<file path="src/rtl/execute_mem_agu_sched_pkg.sv">
// Shared memory-execute definitions: access size encodings, tag width default,
// kseg translation mask and the size-dependent alignment check.
package execute_mem_agu_sched_pkg;

  localparam int TAG_W_DEF = 5;

  localparam logic [1:0] MEM_SIZE_BYTE = 2'd0;
  localparam logic [1:0] MEM_SIZE_HALF = 2'd1;
  localparam logic [1:0] MEM_SIZE_WORD = 2'd2;

  localparam logic [31:0] KSEG_PHYS_MASK = 32'h1FFF_FFFF;

  // Size 3 is treated as a word access.
  function automatic logic mem_misaligned(input logic [1:0] size, input logic [1:0] addr_lo);
    case (size)
      MEM_SIZE_BYTE: return 1'b0;
      MEM_SIZE_HALF: return addr_lo[0];
      default:       return |addr_lo;
    endcase
  endfunction

endpackage

</file>
<file path="src/rtl/execute_mem_agu_sched_agu.sv">
// Memory address generation: base + sign-extended imm16, then fixed kseg0/kseg1
// translation (strip top 3 bits, kseg1 uncached); purely combinational.
module execute_mem_agu
  import execute_mem_agu_sched_pkg::*;
(
  input  logic [31:0] src0,
  input  logic [15:0] imm,
  output logic [31:0] vaddr,
  output logic [31:0] paddr,
  output logic        uncached
);

  always_comb begin
    vaddr    = src0 + {{16{imm[15]}}, imm};
    uncached = (vaddr[31:29] == 3'b101);
    paddr    = (vaddr[31:30] == 2'b10) ? (vaddr & KSEG_PHYS_MASK) : vaddr;
  end

endmodule

</file>
<file path="src/rtl/execute_mem_agu_sched.sv">
// Round-robin load/store issue into one shared AGU, registered into a single
// valid/ready output slot (1-cycle latency; a full stalled slot blocks both requesters).
module execute_mem_agu_sched
  import execute_mem_agu_sched_pkg::*;
#(
  parameter int TAG_W = TAG_W_DEF
) (
  input  logic             clk,
  input  logic             resetn,
  input  logic             i_flush,
  input  logic             i_ld_valid,
  output logic             o_ld_ready,
  input  logic [31:0]      i_ld_src0,
  input  logic [25:0]      i_ld_imm,
  input  logic [1:0]       i_ld_size,
  input  logic [TAG_W-1:0] i_ld_tag,
  input  logic             i_st_valid,
  output logic             o_st_ready,
  input  logic [31:0]      i_st_src0,
  input  logic [25:0]      i_st_imm,
  input  logic [1:0]       i_st_size,
  input  logic [TAG_W-1:0] i_st_tag,
  input  logic [31:0]      i_st_data,
  output logic             o_valid,
  input  logic             i_ready,
  output logic [31:0]      o_vaddr,
  output logic [31:0]      o_paddr,
  output logic             o_uncached,
  output logic             o_store,
  output logic [1:0]       o_size,
  output logic [TAG_W-1:0] o_tag,
  output logic [31:0]      o_data,
  output logic             o_misalign
);

  typedef struct packed {
    logic [31:0]      vaddr;
    logic [31:0]      paddr;
    logic             uncached;
    logic             store;
    logic [1:0]       size;
    logic [TAG_W-1:0] tag;
    logic [31:0]      data;
    logic             misalign;
  } slot_t;

  slot_t       slot_q;
  slot_t       slot_d;
  logic        valid_q;
  logic        prio;
  logic        accept;
  logic        grant_ld;
  logic        grant_st;
  logic [31:0] agu_src0;
  logic [15:0] agu_imm;
  logic [31:0] agu_vaddr;
  logic [31:0] agu_paddr;
  logic        agu_uncached;
  logic [1:0]  sel_size;
  logic        unused_imm_hi;

  assign unused_imm_hi = ^{i_ld_imm[25:16], i_st_imm[25:16]};

  assign accept   = !i_flush && (!valid_q || i_ready);
  // prio = 1 means the store requester wins a tie.
  assign grant_ld = i_ld_valid && (!i_st_valid || !prio);
  assign grant_st = i_st_valid && (!i_ld_valid || prio);

  assign o_ld_ready = accept && grant_ld;
  assign o_st_ready = accept && grant_st;

  assign agu_src0 = grant_st ? i_st_src0 : i_ld_src0;
  assign agu_imm  = grant_st ? i_st_imm[15:0] : i_ld_imm[15:0];
  assign sel_size = grant_st ? i_st_size : i_ld_size;

  execute_mem_agu u_agu (
    .src0     (agu_src0),
    .imm      (agu_imm),
    .vaddr    (agu_vaddr),
    .paddr    (agu_paddr),
    .uncached (agu_uncached)
  );

  always_comb begin
    slot_d          = '0;
    slot_d.vaddr    = agu_vaddr;
    slot_d.paddr    = agu_paddr;
    slot_d.uncached = agu_uncached;
    slot_d.store    = grant_st;
    slot_d.size     = sel_size;
    slot_d.tag      = grant_st ? i_st_tag : i_ld_tag;
    slot_d.data     = grant_st ? i_st_data : 32'd0;
    slot_d.misalign = mem_misaligned(sel_size, agu_vaddr[1:0]);
  end

  always_ff @(posedge clk or negedge resetn) begin
    if (!resetn) begin
      valid_q <= 1'b0;
      slot_q  <= '0;
      prio    <= 1'b0;
    end else if (i_flush) begin
      valid_q <= 1'b0;
    end else if (accept) begin
      valid_q <= grant_ld || grant_st;
      if (grant_ld || grant_st) begin
        slot_q <= slot_d;
        prio   <= grant_ld;
      end
    end
  end

  assign o_valid    = valid_q;
  assign o_vaddr    = slot_q.vaddr;
  assign o_paddr    = slot_q.paddr;
  assign o_uncached = slot_q.uncached;
  assign o_store    = slot_q.store;
  assign o_size     = slot_q.size;
  assign o_tag      = slot_q.tag;
  assign o_data     = slot_q.data;
  assign o_misalign = slot_q.misalign;

endmodule

</file>
<file path="config.mk">
export PLATFORM = sky130hd
export DESIGN_NAME = execute_mem_agu_sched
export DESIGN_NICKNAME = d
export VERILOG_FILES = /design/src/rtl/execute_mem_agu_sched_pkg.sv /design/src/rtl/execute_mem_agu_sched_agu.sv /design/src/rtl/execute_mem_agu_sched.sv
export SDC_FILE = /design/constraint.sdc
export NUM_CORES = 1
export LEC_CHECK = 0
export ABC_AREA = 1
export CORE_MARGIN = 5
export CORE_UTILIZATION = 39
export CTS_BUF_LIST = sky130_fd_sc_hd__clkbuf_16
export DETAILED_ROUTE_END_ITERATION = 8
export PLACE_DENSITY = 0.78
export SLEW_MARGIN = 20
export SYNTH_ARGS = -nofsm -noshare
export SYNTH_HDL_FRONTEND = slang
export SYNTH_SLANG_ARGS = --single-unit
</file>
<file path="constraint.sdc">
create_clock -name clk -period 3.5 [get_ports clk]
set_input_delay 0.7 -clock clk [delete_from_list [all_inputs] [get_ports clk]]
set_output_delay 0.7 -clock clk [all_outputs]
set_load 0.01 [all_outputs]
</file>
==> impl_metrics.json, run 1 <==
{
  "maxCapViolCount": 0,
  "syn_to_final_growth_pct": 54.1,
  "rsz0062_at_grt": "no",
  "syn_area_sq_um": 6230,
  "regArea_sq_um": 1980,
  "cts_hold_buf": 0,
  "io_pins": 277,
  "setup_viol": 0,
  "cts_buffers": 9,
  "yosysWarningCount": 0,
  "swShare_pct": 39.7,
  "viasPerCell": 4.78,
  "relSlewSlack_pct": 51.6,
  "switching_power_mw": 2.41,
  "cp.required_ns": 3.73,
  "cp_num_buf_inv": 3,
  "timing.fmax_ghz": 0.307,
  "seq_area_frac_synth_pct": 31.7,
  "drt_iter0_markers": 280,
  "finalInstanceArea_sq_um": 9600,
  "startpoint_type": "input pin",
  "die_x_um": 136,
  "antenna_found_initial": 0,
  "grt_usage_pct": 21.3,
  "clock_sinks": 79,
  "multi_input_area_sq_um": 3600,
  "cp_slowest_stage_delay_ns": 0.50,
  "reg2reg_from": "prio",
  "dieArea_sq_um": 18600,
  "p_clk_share_pct": 15.8,
  "die_h_um": 136,
  "cpMaxStageDelayCell": "clkdlybuf4s50_1",
  "seq_power_share_pct": 25.1,
  "slew_viol_final": 0,
  "endpoint_kind": "flop",
  "ff2ff_setup_slack_ns": 0.64,
  "crit_chain": "clkdlybuf4s50_1, nand2_1, nand2_4, buf_12, nand2_1, nand2_1, ha_1, a21oi_1, o21ai_2, a21oi_2, o21ai_0, buf_4, nand2_1, nand2_1, nand2_1, nor2_2, nor2_1, nand2_1, nand3_1, nand2_1",
  "layout.nets": 1350,
  "wl_per_cell_um": 14.9,
  "core-area_sq_um": 15800,
  "period_minus_slack_ns": 3.25,
  "diodes": 0,
  "ir_drop_mv": 0.287,
  "rows": 46,
  "dr.pass1.iters": 4,
  "reg2regPathDepth": 20,
  "place.gp.congestion": 0.937,
  "crit_top_cell": "nand2_1",
  "grt_pass1_wl_mm": 31.8,
  "post-cts-setup-buffers": 0,
  "clock-root-buffer": "clkbuf_16",
  "grt_max_degree": 99,
  "p_comb_share_pct": 59.1,
  "gr-total-overflow": 0,
  "async_flop_share_pct": 100,
  "syn_inst": 875,
  "fillers": 1462,
  "hold_violations": 0,
  "synth_edf_count": 0,
  "io_buffers": 256,
  "routed_wl_mm": 20.5,
  "internal_power_mw": 3.67,
  "crit_fanout": 26,
  "final_antenna_net_count": 0,
  "worst_slew_pin_slew_ns": 0.725,
  "clk_latency_ns": 0.34,
  "clk_path_buf_depth": 2,
  "vias": 6579,
  "ys_seq_elements": 79,
  "drive_gt1_share_pct": 13.8,
  "dp_hpwl_mm": 16.5,
  "h-tree-depth": 3,
  "clkTransAtPathRegs_ns": 0.07,
  "finalClockSkew_ns": 0.00784,
  "syn_nets": 1069,
  "cts_tree": "yes",
  "syn_avg_cell_area_sq_um": 7.12,
  "timing.rr.end": "o_vaddr[26]",
  "start_util_pct": 39.5,
  "crit_arrival_ns": 3.48,
  "place_area_sq_um": 9250,
  "fin_util_pct": 60.9,
  "ys_dominant_reg_cell": "dfrtp_1",
  "ys_types": 40,
  "crit_type": "input pin to flop",
  "period_share_pct": 93.0,
  "outcome": "finished clean",
  "grt_pass1_vias": 6529,
  "cpLargestDelayFamily": "simple AND/OR/NAND/NOR gates",
  "drc_errors": 0,
  "powerDensity_nw_per_um2": 633,
  "hold_class": "input pin to async pin",
  "power.leakage_nw": 4.76
}
-- through the flow --
stage	hold WS [ns]	setup TNS (ns)	power (mW)	std cells	setup slack, ns
after CTS	0.485	0	6.10	1376	0.113
after detailed placement	0.469	-2.23	5.11	1360	-0.224
after floorplan	0.404	0	3.40	875	0.00881
after global routing	0.463	0	6.53	1377	0.0165
after global placement	0.456	-1.97	5.06	1360	-0.212
final	0.381	0	6.08	1377	0.247
-- worst max-delay path by stage --
stage | from | end | slack, ns | depth (start not counted)
final | i_ld_valid | o_vaddr[26] | 0.25 | 20
after global routing | i_ld_valid | o_vaddr[26] | 0.02 | 20
after CTS | i_st_valid | o_vaddr[16] | 0.11 | 18
after detailed placement | i_st_valid | o_vaddr[16] | -0.22 | 18
after global placement | i_st_valid | o_vaddr[20] | -0.21 | 21
after floorplan | i_ld_valid | o_vaddr[26] | 0.009 | 20
-- state kept, by name, indices dropped and copies added (netlist names), 2 cells and up --
register / count
o_paddr: 3
o_vaddr: 32
o_size: 2
o_data: 32
o_tag: 5
-- placed cells by master (no fill, tap or decap), types with 2 or more instances in the layout --
master,netlist,final
ha_1,25,25
buf_12,1,3
inv_6,0,2
clkdlybuf4s50_1,0,255
a21o_1,2,2
a22o_1,33,33
nor3_1,3,3
mux2i_1,3,3
o21ai_0,44,40
dfrtp_1,79,79
nand4_1,11,11
nand3b_1,2,2
nand2_2,21,21
xor2_1,13,13
nor2_2,8,8
o21ai_1,4,7
buf_4,29,70
nor2_1,39,38
nand3_1,49,49
inv_1,68,68
clkinvlp_4,0,3
nand2_1,321,321
a21oi_1,29,28
o21bai_1,4,4
nand3_2,9,9
xnor2_1,9,9
inv_2,4,4
nand2_4,13,12
a31oi_1,7,7
nor2_4,5,6
a21oi_2,2,3
clkbuf_16,0,10
-- power groups by stage --
| stage | combinational, mW | sequential [mW] | clock, mW |
|---|---|---|---|
| after detailed placement | 3.57 | 1.54 | 0 |
| final | 3.59 | 1.53 | 0.959 |
| after global placement | 3.53 | 1.53 | 0 |
| after global routing | 3.93 | 1.58 | 1.02 |
| after floorplan | 1.77 | 1.63 | 0 |
| after CTS | 3.59 | 1.53 | 0.978 |
-- metal layers --
metal	part of all wire, %	vias to the layer above	GRT usage, %	wire, um
met5	0	-	0	0
met3	6.9	21	3.92	1420
met2	49	212	38.0	10000
li1	-	3367	-	-
met1	42	2979	25.8	8640
met4	2.0	0	7.22	408
-- cell usage after synthesis (2+ instances only) --
master    count  area [sq um]
buf_4        29           218
nand3_1      49           245
nand2_4      13           146
nor3_1        3          15.0
xor2_1       13           114
a22o_1       33           289
dfrtp_1      79          1980
a21oi_1      29           145
o21ai_0      44           220
nand4_1      11          68.8
o21bai_1      4          30.0
nor2_1       39           146
nand2_2      21           131
inv_1        68           255
buf_2         5          25.0
nand2_1     321          1200
mux2i_1       3          30.0
nand3_2       9          90.1
nor2_2        8          50.1
nand3b_1      2          15.0
xnor2_1       9          78.8
a31oi_1       7          43.8
inv_2         4          15.0
a21o_1        2          15.0
nor2_4        5          56.3
buf_6         6          67.6
clkbuf_1     18          67.6
a21oi_2       2          17.5
ha_1         25           313
o21ai_1       4          20.0
-- cell type report --
cell class | instances | area share (%)
multi-input cells | 663 | 37.5
repair buffers | 330 | 33.1
flip-flops and latches | 79 | 20.6
inverters | 73 | 2.85
well taps | 216 | 2.82
clock buffers | 9 | 2.35
clock inverters | 7 | 0.821
-- cells by family (layout without fill, tap and decap cells) --
logic type / after synthesis / count (layout) / share of synthesized area, %
flip-flops: 79 / 79 / 31.7
AO/OA/AOI/OAI: 128 / 128 / 13.1
AND/OR/NAND/NOR: 484 / 484 / 35.4
XOR/XNOR: 22 / 22 / 3.09
buffers and inverters: 133 / 419 / 10.8
adder cells (fa/ha/maj): 26 / 26 / 5.34
multiplexers: 3 / 3 / 0.482
-- what timing repair did --
item,4_1_cts,5_1_grt
endpoints found under the hold margin,0,0
resized for setup,0,6
setup endpoints to repair,0,12
Power figures use the tool's default switching activity.
==> run 2: changes to the inputs <==
- SKIP_LAST_GASP: default -> 1
==> run 2 against run 1 <==
Fmax fell by 0.31%; register-to-register slack barely moved; combinational power barely moved; setup slack got worse by 0.010 ns; total power barely moved; clock power barely moved; design area barely moved; global-route usage did not move; clock skew barely moved; critical endpoint unchanged.
==> impl_metrics.json, run 2 (synthesized netlist as in run 1, its figures left out) <==
{
  "clk_latency_ns": 0.34,
  "setup-tns-final_ns": 0,
  "routed_wl_mm": 20.5,
  "grt_max_degree": 99,
  "total_power_mw": 6.08,
  "ir_drop_mv": 0.287,
  "rsz0062_at_grt": "yes",
  "gr-total-overflow": 0,
  "whs_ns": 0.378,
  "final_antenna_net_count": 0,
  "cts_hold_buf": 0,
  "vias": 6592,
  "die_h_um": 136,
  "period_share_pct": 93.2,
  "die_x_um": 136,
  "worst_slew_pin_slew_ns": 0.725,
  "core-area_sq_um": 15800,
  "startpoint_type": "input pin",
  "drive_gt1_share_pct": 13.8,
  "grt_pass1_wl_mm": 31.8,
  "period_minus_slack_ns": 3.26,
  "powerDensity_nw_per_um2": 633,
  "mostFrequentLayoutCells": "nand2_1, clkdlybuf4s50_1, dfrtp_1",
  "wl_per_cell_um": 14.9,
  "drt_iter0_markers": 264,
  "drc_errors": 0,
  "antenna_found_initial": 0,
  "endpoint_kind": "flop",
  "setup_viol": 0,
  "finalClockSkew_ns": 0.00781,
  "clkTransAtPathRegs_ns": 0.07,
  "rows": 46,
  "timing.fmax_ghz": 0.306,
  "clock_sinks": 79,
  "cp.required_ns": 3.73,
  "relSlewSlack_pct": 51.7,
  "crit_type": "input pin to flop",
  "start_util_pct": 39.5,
  "slew_viol_final": 0,
  "cts_tree": "yes",
  "dieArea_sq_um": 18600,
  "outcome": "finished clean",
  "mostFrequentLayoutCell": "nand2_1",
  "dr.pass1.iters": 4,
  "crit_arrival_ns": 3.49,
  "clock-root-buffer": "clkbuf_16",
  "io_pins": 277,
  "viasPerCell": 4.79,
  "hold_class": "input pin to async pin",
  "grt_pass1_vias": 6529,
  "place.gp.congestion": 0.937,
  "maxCapViolCount": 0,
  "power.leakage_nw": 4.76,
  "dp_hpwl_mm": 16.5,
  "io_buffers": 256,
  "cts_buffers": 9,
  "place_area_sq_um": 9250,
  "syn_to_final_growth_pct": 54.0,
  "crit_fanout": 17,
  "finalInstanceArea_sq_um": 9590,
  "h-tree-depth": 3,
  "post-cts-setup-buffers": 0,
  "hold_violations": 0,
  "layout.nets": 1350,
  "clk_path_buf_depth": 2,
  "grt_usage_pct": 21.3,
  "diodes": 0
}
==> run 2: cell counts in the layout (fill, tap and decap cells not counted) <==
Identical to the previous run, type by type.
==> run 2: worst paths after layout <==
path	start	endpoint	slack, ns	cells past startpoint
hold / removal	resetn	o_data[8]	0.38	1
min in group clk	o_paddr[31]	o_paddr[31]	0.48	2
hold reg to reg	o_paddr[31]	o_paddr[31]	0.48	2
max in group asynchronous	resetn	o_data[17]	2.61	1
setup reg to reg	prio	o_vaddr[26]	0.64	20
setup / recovery	i_st_valid	o_vaddr[26]	0.24	21
==> run 2: critical path, stage by stage <==
cell and delay (ns):
clkdlybuf4s50_1 0.46, buf_4 0.16, nand2_4 0.06, nand2_4 0.15, buf_12 0.17, nand2_1 0.05
nand2_1 0.12, ha_1 0.27, a21oi_1 0.18, o21ai_2 0.10, a21oi_2 0.21, o21ai_0 0.11
buf_4 0.15, nand2_1 0.06, nand2_1 0.08, nand2_1 0.12, nor2_2 0.05, nor2_1 0.08
nand2_1 0.05, nand3_1 0.07, nand2_1 0.06
==> run 2: layout make-up <==
class / count / area, sq um
fillers: 1459 / 6180
multi-input cells: 663 / 3590
repair buffers: 330 / 3170
flip-flops and latches: 79 / 1980
inverters: 73 / 274
well taps: 216 / 270
clock buffers: 9 / 225
clock inverters: 7 / 78.8
==> run 2: per-layer routing <==
layer	global-route usage, %	routed length, um
met1	25.8	8620
met2	38.0	9950
met3	3.92	1470
met4	7.22	448
met5	0	0
==> run 2: power by group <==
group / internal (mW) / leakage [nW] / switching, mW
combinational: 1.85 / 3.64 / 1.74
sequential: 1.25 / 0.984 / 0.271
clock: 0.559 / 0.139 / 0.403
==> run 2: what timing repair did <==
action | 4_1_cts | 5_1_grt
hold endpoints to repair | 0 | 0
endpoints found under the setup margin | 0 | 12
resized for setup | 0 | 5
==> run 2: metrics by stage <==
step | util, % | std cells | worst slack (ns)
after floorplan | - | 875 | 0.00881
after global placement | 58.7 | 1360 | -0.212
after detailed placement | 58.7 | 1360 | -0.224
after CTS | 60.6 | 1376 | 0.113
after global routing | 60.8 | 1377 | -0.00955
final | 60.8 | 1377 | 0.236
